--- src/rtl/j1_uart.sv ---
// Memory-mapped 8N1 UART for the J1 I/O bus: DATA/STATUS/DIV registers with
// combinational read data, and small TX/RX byte FIFOs in front of the serial FSMs.

module j1_uart_fifo #(
  parameter int DEPTH = 8
) (
  input  logic       clk_i,
  input  logic       rst_i,
  input  logic       push_i,
  input  logic       pop_i,
  input  logic [7:0] wdata_i,
  output logic [7:0] rdata_o,
  output logic       empty_o,
  output logic       full_o
);
  localparam int AW = $clog2(DEPTH);

  logic [7:0]  mem_q [DEPTH];
  logic [AW-1:0] wp_q, rp_q;
  logic [AW:0]   cnt_q;
  logic          do_push, do_pop;

  assign empty_o = (cnt_q == '0);
  assign full_o  = (cnt_q == (AW+1)'(DEPTH));
  assign rdata_o = mem_q[rp_q];
  assign do_pop  = pop_i && !empty_o;
  // A full FIFO still accepts a push when the same cycle frees a slot.
  assign do_push = push_i && (!full_o || do_pop);

  always_ff @(posedge clk_i) begin
    if (rst_i) begin
      wp_q  <= '0;
      rp_q  <= '0;
      cnt_q <= '0;
    end else begin
      if (do_push) wp_q <= wp_q + AW'(1);
      if (do_pop)  rp_q <= rp_q + AW'(1);
      cnt_q <= cnt_q + (AW+1)'(do_push) - (AW+1)'(do_pop);
    end
  end

  always_ff @(posedge clk_i) begin
    if (do_push) mem_q[wp_q] <= wdata_i;
  end
endmodule

module j1_uart #(
  parameter logic [15:0] BASE       = 16'hF000,
  parameter logic [15:0] DIV_RESET  = 16'd433,
  parameter int          FIFO_DEPTH = 8
) (
  input  logic        sys_clk_i,
  input  logic        sys_rst_i,
  input  logic        io_rd,
  input  logic        io_wr,
  input  logic [15:0] io_addr,
  input  logic [15:0] io_dout,
  output logic [15:0] io_din,
  input  logic        uart_rxd_i,
  output logic        uart_txd_o
);
  typedef enum logic [1:0] {S_IDLE, S_START, S_DATA, S_STOP} state_e;

  logic        sel;
  logic [1:0]  off;
  logic        unused_addr0;
  logic [15:0] div_q, div_eff, half;
  logic        ovr_q, fe_q;
  logic        ovr_set, fe_set, stat_clr;

  logic       tx_push, tx_pop, tx_empty, tx_full;
  logic [7:0] tx_rdata;
  logic       rx_push, rx_pop, rx_empty, rx_full;
  logic [7:0] rx_rdata;

  state_e      tx_st_q, tx_st_d;
  logic [15:0] tx_cnt_q, tx_cnt_d;
  logic [2:0]  tx_bit_q, tx_bit_d;
  logic [7:0]  tx_sh_q, tx_sh_d;
  logic        txd_q, txd_d;

  state_e      rx_st_q, rx_st_d;
  logic [15:0] rx_cnt_q, rx_cnt_d;
  logic [2:0]  rx_bit_q, rx_bit_d;
  logic [7:0]  rx_sh_q, rx_sh_d;
  logic [1:0]  sync_q;
  logic        rx_prev_q, rx_s;

  assign sel          = (io_addr[15:3] == BASE[15:3]);
  assign off          = io_addr[2:1];
  assign unused_addr0 = io_addr[0];
  assign tx_push      = io_wr && sel && (off == 2'd0) && !tx_full;
  assign rx_pop       = io_rd && sel && (off == 2'd0);
  assign stat_clr     = io_rd && sel && (off == 2'd1);

  // Divisors below 3 are clamped so the half-bit START wait is never zero.
  assign div_eff    = (div_q < 16'd3) ? 16'd3 : div_q;
  assign half       = {1'b0, div_eff[15:1]} + {15'b0, div_eff[0]};
  assign rx_s       = sync_q[1];
  assign uart_txd_o = txd_q;

  j1_uart_fifo #(.DEPTH(FIFO_DEPTH)) u_txf (
    .clk_i(sys_clk_i), .rst_i(sys_rst_i), .push_i(tx_push), .pop_i(tx_pop),
    .wdata_i(io_dout[7:0]), .rdata_o(tx_rdata), .empty_o(tx_empty), .full_o(tx_full)
  );

  j1_uart_fifo #(.DEPTH(FIFO_DEPTH)) u_rxf (
    .clk_i(sys_clk_i), .rst_i(sys_rst_i), .push_i(rx_push), .pop_i(rx_pop),
    .wdata_i(rx_sh_d), .rdata_o(rx_rdata), .empty_o(rx_empty), .full_o(rx_full)
  );

  always_comb begin
    io_din = 16'h0000;
    if (sel) begin
      case (off)
        2'd0:    io_din = rx_empty ? 16'h0000 : {8'h00, rx_rdata};
        2'd1:    io_din = {11'b0, tx_empty && (tx_st_q == S_IDLE), fe_q, ovr_q,
                           !tx_full, !rx_empty};
        2'd2:    io_din = div_q;
        default: io_din = 16'h0000;
      endcase
    end
  end

  always_ff @(posedge sys_clk_i) begin
    if (sys_rst_i) begin
      div_q     <= DIV_RESET;
      ovr_q     <= 1'b0;
      fe_q      <= 1'b0;
      sync_q    <= 2'b11;
      rx_prev_q <= 1'b1;
    end else begin
      if (io_wr && sel && (off == 2'd2)) div_q <= io_dout;
      ovr_q     <= ovr_set | (ovr_q & ~stat_clr);
      fe_q      <= fe_set | (fe_q & ~stat_clr);
      sync_q    <= {sync_q[0], uart_rxd_i};
      rx_prev_q <= rx_s;
    end
  end

  always_ff @(posedge sys_clk_i) begin
    if (sys_rst_i) begin
      tx_st_q  <= S_IDLE;
      tx_cnt_q <= '0;
      tx_bit_q <= '0;
      txd_q    <= 1'b1;
    end else begin
      tx_st_q  <= tx_st_d;
      tx_cnt_q <= tx_cnt_d;
      tx_bit_q <= tx_bit_d;
      txd_q    <= txd_d;
    end
  end

  always_ff @(posedge sys_clk_i) begin
    tx_sh_q <= tx_sh_d;
    rx_sh_q <= rx_sh_d;
  end

  always_comb begin
    tx_st_d  = tx_st_q;
    tx_cnt_d = tx_cnt_q;
    tx_bit_d = tx_bit_q;
    tx_sh_d  = tx_sh_q;
    txd_d    = txd_q;
    tx_pop   = 1'b0;
    case (tx_st_q)
      S_IDLE: begin
        txd_d = 1'b1;
        if (!tx_empty) begin
          tx_pop   = 1'b1;
          tx_sh_d  = tx_rdata;
          tx_cnt_d = div_eff;
          txd_d    = 1'b0;
          tx_st_d  = S_START;
        end
      end
      S_START: begin
        if (tx_cnt_q == '0) begin
          tx_st_d  = S_DATA;
          txd_d    = tx_sh_q[0];
          tx_bit_d = 3'd0;
          tx_cnt_d = div_eff;
        end else tx_cnt_d = tx_cnt_q - 16'd1;
      end
      S_DATA: begin
        if (tx_cnt_q == '0) begin
          tx_cnt_d = div_eff;
          if (tx_bit_q == 3'd7) begin
            tx_st_d = S_STOP;
            txd_d   = 1'b1;
          end else begin
            tx_bit_d = tx_bit_q + 3'd1;
            tx_sh_d  = {1'b0, tx_sh_q[7:1]};
            txd_d    = tx_sh_q[1];
          end
        end else tx_cnt_d = tx_cnt_q - 16'd1;
      end
      S_STOP: begin
        if (tx_cnt_q == '0) begin
          // Chain straight into the next START so queued bytes leave gap-free.
          if (!tx_empty) begin
            tx_pop   = 1'b1;
            tx_sh_d  = tx_rdata;
            tx_cnt_d = div_eff;
            txd_d    = 1'b0;
            tx_st_d  = S_START;
          end else begin
            txd_d   = 1'b1;
            tx_st_d = S_IDLE;
          end
        end else tx_cnt_d = tx_cnt_q - 16'd1;
      end
      default: tx_st_d = S_IDLE;
    endcase
  end

  always_ff @(posedge sys_clk_i) begin
    if (sys_rst_i) begin
      rx_st_q  <= S_IDLE;
      rx_cnt_q <= '0;
      rx_bit_q <= '0;
    end else begin
      rx_st_q  <= rx_st_d;
      rx_cnt_q <= rx_cnt_d;
      rx_bit_q <= rx_bit_d;
    end
  end

  always_comb begin
    rx_st_d  = rx_st_q;
    rx_cnt_d = rx_cnt_q;
    rx_bit_d = rx_bit_q;
    rx_sh_d  = rx_sh_q;
    rx_push  = 1'b0;
    fe_set   = 1'b0;
    ovr_set  = 1'b0;
    case (rx_st_q)
      S_IDLE: begin
        // Edge detect means a low line after a bad stop bit must rise first.
        if (rx_prev_q && !rx_s) begin
          rx_st_d  = S_START;
          rx_cnt_d = half - 16'd1;
        end
      end
      S_START: begin
        if (rx_cnt_q == '0) begin
          if (rx_s) rx_st_d = S_IDLE;
          else begin
            rx_st_d  = S_DATA;
            rx_cnt_d = div_eff;
            rx_bit_d = 3'd0;
          end
        end else rx_cnt_d = rx_cnt_q - 16'd1;
      end
      S_DATA: begin
        if (rx_cnt_q == '0) begin
          rx_sh_d  = {rx_s, rx_sh_q[7:1]};
          rx_cnt_d = div_eff;
          if (rx_bit_q == 3'd7) rx_st_d = S_STOP;
          else rx_bit_d = rx_bit_q + 3'd1;
        end else rx_cnt_d = rx_cnt_q - 16'd1;
      end
      S_STOP: begin
        if (rx_cnt_q == '0) begin
          rx_st_d = S_IDLE;
          if (!rx_s) fe_set = 1'b1;
          else if (!rx_full || rx_pop) rx_push = 1'b1;
          else ovr_set = 1'b1;
        end else rx_cnt_d = rx_cnt_q - 16'd1;
      end
      default: rx_st_d = S_IDLE;
    endcase
  end
endmodule

--- config.mk ---
export PLATFORM = sky130hd
export DESIGN_NAME = j1_uart
export DESIGN_NICKNAME = d
export VERILOG_FILES = /design/src/rtl/j1_uart.sv
export SDC_FILE = /design/constraint.sdc
export NUM_CORES = 1
export LEC_CHECK = 0
export ABC_AREA = 1
export CAP_MARGIN = 20
export CORE_AREA = 2 2 159 161
export CTS_CLUSTER_DIAMETER = 50
export DETAILED_ROUTE_END_ITERATION = 10
export DIE_AREA = 0 0 161 163
export PLACE_DENSITY = 0.67
export SETUP_SLACK_MARGIN = 0.15
export SYNTH_ARGS = -nofsm -noshare
export SYNTH_HDL_FRONTEND = slang
export SYNTH_HIERARCHICAL = 1
export SYNTH_SLANG_ARGS = --single-unit
--- constraint.sdc ---
create_clock -name sys_clk_i -period 8.9 [get_ports sys_clk_i]
set_input_delay 1.335 -clock sys_clk_i [delete_from_list [all_inputs] [get_ports sys_clk_i]]
set_output_delay 1.335 -clock sys_clk_i [all_outputs]
set_load 0.05 [all_outputs]
Yosys cells after proc, flatten, opt, wreduce, memory -nomap -nowiden. Memories as Yosys holds them, arrays and structs flattened. A register that Yosys moved wholly into a read port is not among the register bits. Cells that the tools add are included.

$add $sub $neg: 14. Magnitude comparators: 1. Eq/ne operators: 28. Multiplexer cells: 72. Bitwise gates (word level): 5. Reductions and logical operators: 39.

Operators by type and width (count): 16-bit 2-to-1 mux (10); 16-bit one-hot mux with 3 select lines (2); 16-bit one-hot mux with 4 select lines (1); 8-bit 2-to-1 mux (7); 16-bit by 1-bit subtractor with 16-bit output, second input constant (3); 3-bit 2-to-1 mux (11); 16-bit zero test (2); 2-bit != test, second input constant (14); 8-bit one-hot mux with 3 select lines (1); 1-bit 2-to-1 mux (23); 2-bit 2-to-1 mux (11); 3-bit by 1-bit adder with 3-bit output, second input constant (6); 15-bit by 1-bit adder with 16-bit output (1); 16-bit by 2-bit < comparator with 1-bit output, second input constant (1); 2-bit one-hot mux with 4 select lines (2); 5-bit AND reduction (3); 13-bit equality test, second input constant (1); 1-bit logical AND (13); 3-bit one-hot mux with 2 select lines (2); 2-bit equality test, second input constant (5); 4-bit by 1-bit adder with 4-bit output (2); 4-bit equality test, second input constant (2); 4-bit zero test (2); 4-bit AND reduction (2); other kinds (16) (32).

Bits in registers: 100. Bits in writable memories: 128. Input bits: 37. Output and inout bits: 17. Word-level logic and storage cells: 181. Memories kept: 2.

Memories: u_rxf.mem_q (depth 8, bits a word 8, read ports 1, clocked after memory_dff 1, wr ports 1, RTL line 18) `logic [7:0] mem_q [DEPTH];`; u_txf.mem_q (depth 8, bits a word 8, read ports 1, clocked after memory_dff 1, wr ports 1, RTL line 18).

Depth between registers and ports, before layout. Gate-level depths: netlist (run 1).

Depth after elaboration: 11. Mapped depth: 20. Depth with buffers taken out: 19.

Cells and area by module. The synthesis (run 1) kept the hierarchy.

Modules (own cells, without submodules): j1_uart (times used 1, cells an instance 858, area each 5552.8 sq um, sequential area each 1681.6 sq um); j1_uart_fifo (u_txf) (times used 1, cells an instance 285, area each 3261.9 sq um, sequential area each 2182.1 sq um); j1_uart_fifo (u_rxf) (times used 1, cells an instance 288, area each 3210.6 sq um, sequential area each 2182.1 sq um).

Worst setup path before layout (run 1). No wires, ideal clock.

Path type: input port to output port. Start point: input io_addr[9]. End point: output io_din[10]. Arrival: 3.080 ns. Data required time: 7.565 ns. Path slack: 4.485 ns. Stages: 7. Path buffers: 1. Path through: nor2_1 -> nand3_1 -> nor2_1 -> and2_1 -> inv_1 -> clkbuf_1 -> nor3_1.

Longest elaborated chain between the ends: 2.

RTL lines: start, declared (RTL line 56) `input logic [15:0] io_addr,`; 13-bit equality test (RTL line 89) `assign sel = (io_addr[15:3] == BASE[15:3]);`; 16-bit 2-to-1 mux (RTL line 114) `if (sel) begin`; end, declared (RTL line 58) `output logic [15:0] io_din,`.

Every way passes these cells.

Worst setup path after layout (run 1).
Start point: input io_addr[2]. End point: output io_din[1].

Longest elaborated chain between the ends: 3. Elaborated cells on any way between the ends: 5. Those cells by class: eq/ne: 2; mux: 2; reduce/logical: 1.

RTL lines: 2-bit equality test (tied with other cells) (RTL line 115) `case (off)`; 16-bit one-hot mux with 3 select lines * (RTL line 115); 16-bit 2-to-1 mux * (RTL line 114).

Mark *: on every way between the ends. The rest lies on a longest branch, timed or not.

==> summary.md, run 1 <==
| Metric | Value |
|---|---|
| Count of final setup violators | 0 |
| Status | complete, no violations |
| Post-synthesis register bit count | 234 |
| Clock skew | 0.02246 ns |
| Clock root buffer | clkbuf_16 |
| Critical path peak fanout | 10 |
| Clock Latency Late Sink | 0.56 ns |
| Startpoint type of the worst setup path | input pin |
| Hold Vio Cnt, Final | 0 |
| DRC Markers | 0 |
| Sequential cell area fraction in the yosys report | 50.28% |
| Grt ovf | 0 |
| Slowest cell on crit path | clkdlybuf4s50_1 |
| Clock Path Buffers | 3 |
| CP Data Required Time | 7.57 ns |
| Top-count cell post-synth | nand2_1 |
| Post-synth top area cell | edfxtp_1 |
| Share of cells above drive strength 1 | 8.562% |
| Total track usage | 22.24% |
| Synth top area share | 33.96% |
| Vias in the first global route | 9372 |
| First-pass GRT wire length | 47.35 mm |
| Ant. Diodes | 0 |
| Critical path depth | 8 |
| # nets final | 1542 |
| Syn nets | 1503 |
| Final non-filler cell total | 1825 |
| Crit path from | io_addr[2] |
| Resize count post-CTS | 0 |
| DIE HEIGHT | 163 um |
| # IOs | 54 |
| CP endpoint kind | primary output |
| Reg2reg setup slack | 5.18 ns |
| Slew Viols, Final | 0 |
| Worst vdd ir | 0.2075 mV |
| Number of flops mapped to enable cells by yosys | 136 |
| Dominant synthesized flop cell | edfxtp_1 |
| RSZ-0062 raised after global routing | no |
| CTS H-tree depth | 1 |
| Fmax | 185.2 MHz |
| Critical path arrival | 4.06 ns |
| Core area | 24670 um2 |
| Yosys cell types | 51 |
| Initial antenna violation count | 0 |
| Leak | 5.400 nW |
| Hold buffer count at cts | 0 |
| DPL Wire Length | 19.39 mm |
| Sequence of cells on the critical path | clkdlybuf4s50_1 -> inv_1 -> nor2_2 -> clkinv_1 -> o22ai_1 -> a21oi_1 -> nor2_1 -> clkdlybuf4s50_1 |
| Tmin final | 5.399 ns |
| Routed wire length | 28.85 mm |
| CP dominant cell by count | clkdlybuf4s50_1 |
| WS Path Type | in -> out |
| Largest net degree at the start of global routing | 45 |
| Syn Std Cell Area | 12030 um2 |
| Crit path buf inv count | 4 |
| Clk slew on worst S/H paths | 0.06 ns |
| Fraction of registers with async set/reset | 0% |
| Placed Instances | 1765 |
| Post-DR wirelength/cell | 15.81 um |
| Clk sinks | 234 |
| Die area | 26240 um2 |
| Synth cell count leaders | nand2_1 (265), nor2_1 (223), edfxtp_1 (136) |
| Syn avg cell area | 8.403 um2 |
| Critical Path End | io_din[1] |
| Area growth from synthesis to layout | 14.69% |
| Post-Synthesis Cells | 1431 |
| FF-to-FF path depth | 16 |
| Worst Tran Pin Value | 1.047 ns |
| Crit share post-route | 60.66% |
| TritonCTS buffer count | 31 |
| Vias per cell | 5.309 |
| Synth area leaders | edfxtp_1 (34%), dfxtp_1 (16%), nand2_1 (8.3%) |
| Routability Congestion | 0.8500 |
| PD cells | 296.8 nW/um2 |
| RR Startpoint | u_txf/cnt_q[2]$_SDFF_PP0_ |
| Critical path's largest stage delay | 0.85 ns |
| Setup TNS after final layout | 0 ns |
| ANT nets after route | 0 |
| Detailed Routing Iterations Pass 1 | 5 |
| Hold WC Path Type | reg -> reg |
| TritonCTS clock tree | done |
| Rel. slew slack | 29.96% |
| Horiz. Die Dim | 161 um |
| Synth warn | 6 |
| DRT iter0 DRCs | 608 |
| Top delay family on crit path | buffers and inverters |
| Max-cap viol count | 0 |
| Detailed-route via count | 9689 |
| Setup repair bufs after CTS | 0 |
| Initial Util | 48.74% |
| FF-to-FF End | u_txf/cnt_q[2]$_SDFF_PP0_ |
| FP Rows | 58 |
| IO buf count | 52 |
==> cell families after synthesis <==
| kind of cell | synth area share [%] |
|---|---|
| multiplexers | 0.09364 |
| flip-flops | 50.28 |
| buffers and inverters | 6.607 |
| XOR/XNOR | 1.602 |
| AND/OR/NAND/NOR | 23.28 |
| adder cells (fa/ha/maj) | 3.767 |
| AO/OA/AOI/OAI | 14.38 |
==> metrics by stage <==
stage | instance area (um2) | hold WS, ns | worst slack, ns | utilization, % | total power (W)
after floorplan | 12030 | 0.3895 | 4.485 | - | 0.002563
after global placement | 12700 | 0.3909 | 3.549 | 51.47 | 0.002830
after detailed placement | 12700 | 0.3972 | 3.503 | 51.47 | 0.002856
after CTS | 13750 | 0.4114 | 3.498 | 55.73 | 0.004094
after global routing | 13790 | 0.4341 | 3.322 | 55.90 | 0.004378
final | 13790 | 0.4113 | 3.501 | 55.90 | 0.004093
==> how the worst min path moves through the flow <==
stage | startpoint | end | slack, ns | cells after the start
2_1_floorplan | sync_q[0]$_SDFF_PP1_ | sync_q[1]$_SDFF_PP1_ | 0.39 | 1
3_3_place_gp | sync_q[0]$_SDFF_PP1_ | sync_q[1]$_SDFF_PP1_ | 0.39 | 1
3_5_place_dp | sync_q[0]$_SDFF_PP1_ | sync_q[1]$_SDFF_PP1_ | 0.40 | 1
4_1_cts | sync_q[0]$_SDFF_PP1_ | sync_q[1]$_SDFF_PP1_ | 0.41 | 1
5_1_grt | sync_q[0]$_SDFF_PP1_ | sync_q[1]$_SDFF_PP1_ | 0.43 | 1
6_report | sync_q[0]$_SDFF_PP1_ | sync_q[1]$_SDFF_PP1_ | 0.41 | 1
==> final cells by class <==
type,count,area [um2]
clock buffers,42,888.4
inverters,133,501.7
repair buffers,59,595.6
flip-flops and latches,234,6046
well taps,330,412.9
multi-input cells,1011,5185
clock inverters,16,162.7
fillers,2250,10880
==> flip-flops by register name (all words and copies together) (netlist names), 4 cells and up, named ones only <==
name / count
u_rxf/mem_q: 64
u_txf/mem_q: 64
div_q: 16
rx_cnt_q: 16
tx_cnt_q: 16
rx_sh_q: 8
tx_sh_q: 8
u_rxf/cnt_q: 4
u_txf/cnt_q: 4
==> cell usage in the layout (no fill, tap or decap), types with 6 or more instances in the layout <==
cell type and n:
nand2_1 265, nor2_1 223, edfxtp_1 136, inv_1 123, o21ai_0 116, dfxtp_1 98, a21oi_1 90, nand3_1 67
o21ai_1 61, clkdlybuf4s50_1 51, ha_1 33, clkbuf_16 32, nor3_1 23, o211ai_1 16, xor2_1 16, nand2_2 11
nor3_2 10, nand3_2 9, a22o_1 7, o22ai_1 7, nor2_2 6, a21oi_2 6, xnor2_1 6
==> power by group <==
part | total, W | switching, W | leakage, nW | internal [W]
clock network | 0.00123 | 0.000493 | 0.508 | 0.000741
registers | 0.00137 | 0.0000962 | 2.02 | 0.00128
logic | 0.00149 | 0.000980 | 2.87 | 0.000507
total | 0.00409 | 0.00157 | 5.40 | 0.00252
==> worst register-to-register path, stage by stage, from the launching register on <==
cell	delay, ns
dfxtp_1	0.31
inv_1	0.06
ha_1	0.21
nand2_2	0.11
inv_1	0.37
inv_1	0.46
nand2_1	0.15
a21oi_1	0.33
nand2_4	0.13
nand2_4	0.13
nand2_2	0.12
ha_1	0.35
inv_1	0.04
ha_1	0.20
fa_1	0.41
xnor2_1	0.16
nor2_1	0.05
==> layer usage <==
| metal | GRT usage, % | wire length [um] |
|---|---|---|
| met1 | 29.18 | 12700 |
| met2 | 38.76 | 14100 |
| met3 | 2.827 | 1392 |
| met4 | 6.453 | 653 |
| met5 | 0 | 0 |
No activity file was read; power rests on OpenSTA's default activity.
==> run 2, diff against run 1 <==
Clock period 8.9 ns to 5.2 ns, I/O delays scaled along.
==> summary.md, run 2 (synthesis results as in run 1) <==
| Metric | Value |
|---|---|
| Clk slew on worst S/H paths | 0.05 ns (about the same) |
| Tmin final | 4.305 ns |
| Status | complete, no violations |
| CP dominant cell by count | clkdlybuf4s50_1 |
| Most frequent cells in the layout | nand2_1 (265), nor2_1 (223), edfxtp_1 (136) |
| Largest net degree at the start of global routing | 45 (unchanged) |
| Design Area, Final | 13920 um2 (+0.96%) |
| Met3 wire length | 1.674 mm (+20%) |
| Slowest cell on crit path | clkdlybuf4s50_1 |
| Leak | 5.477 nW (+1.4%) |
| Share of cells above drive strength 1 | 8.837% (+0.28 points) |
| Post-DR wirelength/cell | 15.62 um (-1.2%) |
| First-pass GRT wire length | 46.36 mm (-2.1%) |
| Startpoint type of the worst setup path | input pin |
| Ant. Diodes | 0 (unchanged) |
| DRC Markers | 0 (unchanged) |
| FP Rows | 58 (unchanged) |
| Vias in the first global route | 9181 (-2.0%) |
| RSZ-0062 raised after global routing | no |
| CP Data Required Time | 4.42 ns (-3.15 ns) |
| Clock root buffer | clkbuf_16 |
| IO buf count | 52 (unchanged) |
| Setup repair bufs after CTS | 0 (unchanged) |
| WS Path Type | in -> out |
| Worst vdd ir | 0.3233 mV (+56%) |
| Fmax | 232.3 MHz |
| Hold Vio Cnt, Final | 0 (unchanged) |
| Sequence of cells on the critical path | clkdlybuf4s50_1 -> inv_1 -> nor2_2 -> clkinv_1 -> o22ai_1 -> a21oi_1 -> nor2_1 -> clkdlybuf4s50_1 |
| Die area | 26240 um2 (unchanged) |
| DPL Wire Length | 19.28 mm (-0.60%) |
| Grt ovf | 0 (unchanged) |
| Critical path peak fanout | 10 (unchanged) |
| # nets final | 1553 (+0.71%) |
| Crit path from | io_addr[2] |
| Core Util, Final | 56.44% (+0.54 points) |
| Resize count post-CTS | 0 (unchanged) |
| Routed wire length | 28.67 mm (-0.63%) |
| PD cells | 511.1 nW/um2 (+72%) |
| Post-DP Area | 12750 um2 (+0.41%) |
| Critical path's largest stage delay | 0.85 ns (about the same) |
| M1 wire length | 12.66 mm (-0.38%) |
| Setup TNS after final layout | 0 ns (unchanged) |
| RR Startpoint | u_txf/cnt_q[2]$_SDFF_PP0_ |
| Detailed Routing Iterations Pass 1 | 5 (unchanged) |
| Total track usage | 21.98% (-0.26 points) |
| Worst Tran Pin Value | 0.8294 ns (-0.2173 ns) |
| Clock Latency Late Sink | 0.50 ns (-0.06 ns) |
| Biggest regs | u_rxf/mem_q (64), u_txf/mem_q (64) |
| Reg2reg setup slack | 1.51 ns (-3.67 ns) |
| Area growth from synthesis to layout | 15.79% |
| Power Total | 0.007116 W (+74%) |
| CTS H-tree depth | 2 (+1) |
| Max-cap viol count | 0 (unchanged) |
| Highest routed metal layer | met4 |
| Worst Hold Depth | 1 (unchanged) |
| Slew Viols, Final | 0 (unchanged) |
| # IOs | 54 (unchanged) |
| FF-to-FF path depth | 16 (unchanged) |
| Rel. slew slack | 44.65% (+15 points) |
| Routability Congestion | 0.8637 (+1.6%) |
| Critical path arrival | 3.53 ns (-0.53 ns) |
| DIE HEIGHT | 163 um (unchanged) |
| Clock Path Buffers | 3 (unchanged) |
| Detailed-route via count | 9771 (+0.85%) |
| Crit share post-route | 82.80% |
| CP endpoint kind | primary output |
| Initial antenna violation count | 0 (unchanged) |
| Core area | 24670 um2 (unchanged) |
| Clk sinks | 234 (unchanged) |
| Hold WC Path Type | reg -> reg |
| TritonCTS clock tree | done |
| Hold Crit Start | sync_q[0]$_SDFF_PP1_ |
| Vias per cell | 5.325 (+0.30%) |
| Hold buffer count at cts | 0 (unchanged) |
| DRT iter0 DRCs | 615 (+1.2%) |
| Count of final setup violators | 0 (unchanged) |
| Clock skew | 0.02094 ns (-0.001516 ns) |
| WHS Endpoint | sync_q[1]$_SDFF_PP1_ |
| ANT nets after route | 0 (unchanged) |
| Commonest non-fill, non-tap cell in the layout | nand2_1 |
| WHS | 0.4125 ns (+0.001176 ns) |
| FF-to-FF End | u_txf/cnt_q[2]$_SDFF_PP0_ |
| Detailed route wirelength on metal2 | 13.72 mm (-2.7%) |
| TritonCTS buffer count | 34 (+9.7%) |
| Horiz. Die Dim | 161 um (unchanged) |
| Initial Util | 48.74% (unchanged) |
==> run 2: final cells by class <==
class	count	area (um2)
fill	2234	10750
sequential	234	6046
multi-input combinational	1011	5185
clock buffer	39	890.9
timing repair buffer	67	675.6
inverter	133	501.7
tap	330	412.9
clock inverter	21	212.7
==> run 2: worst max path at each step <==
| stage | to | slack (ns) | depth (start not counted) |
|---|---|---|---|
| after floorplan | io_din[10] | 1.90 | 7 |
| after global placement | io_din[1] | 0.97 | 8 |
| after detailed placement | io_din[1] | 0.91 | 8 |
| after CTS | io_din[1] | 0.90 | 8 |
| after global routing | io_din[1] | 0.74 | 8 |
| final | io_din[1] | 0.89 | 8 |
==> run 2: metal layers <==
layer | global-route usage [%] | vias to the layer above
li1 | - | 4918
met4 | 6.818 | 0
met1 | 29.05 | 4549
met3 | 3.361 | 48
met2 | 37.42 | 256
met5 | 0 | -
==> run 2: power breakdown <==
| group | total (W) | leakage (nW) | switching, W | internal [W] |
|---|---|---|---|---|
| Combinational | 0.00254 | 2.92 | 0.00168 | 0.000869 |
| Clock | 0.00222 | 0.535 | 0.000828 | 0.00139 |
| Sequential | 0.00235 | 2.02 | 0.000169 | 0.00218 |
==> run 2: worst max-delay path: cells and delay by family <==
kind            cells  cell delay, ns
buf+inv             4            1.90
simple gates        2            0.48
compound gates      2            0.36
==> run 2: through the flow <==
| step | setup slack, ns | cells |
|---|---|---|
| global placement | 0.9690 | 1772 |
| finish | 0.8946 | 1835 |
| CTS | 0.9017 | 1832 |
| floorplan | 1.895 | 1431 |
| global route | 0.7437 | 1835 |
| detailed placement | 0.9056 | 1772 |
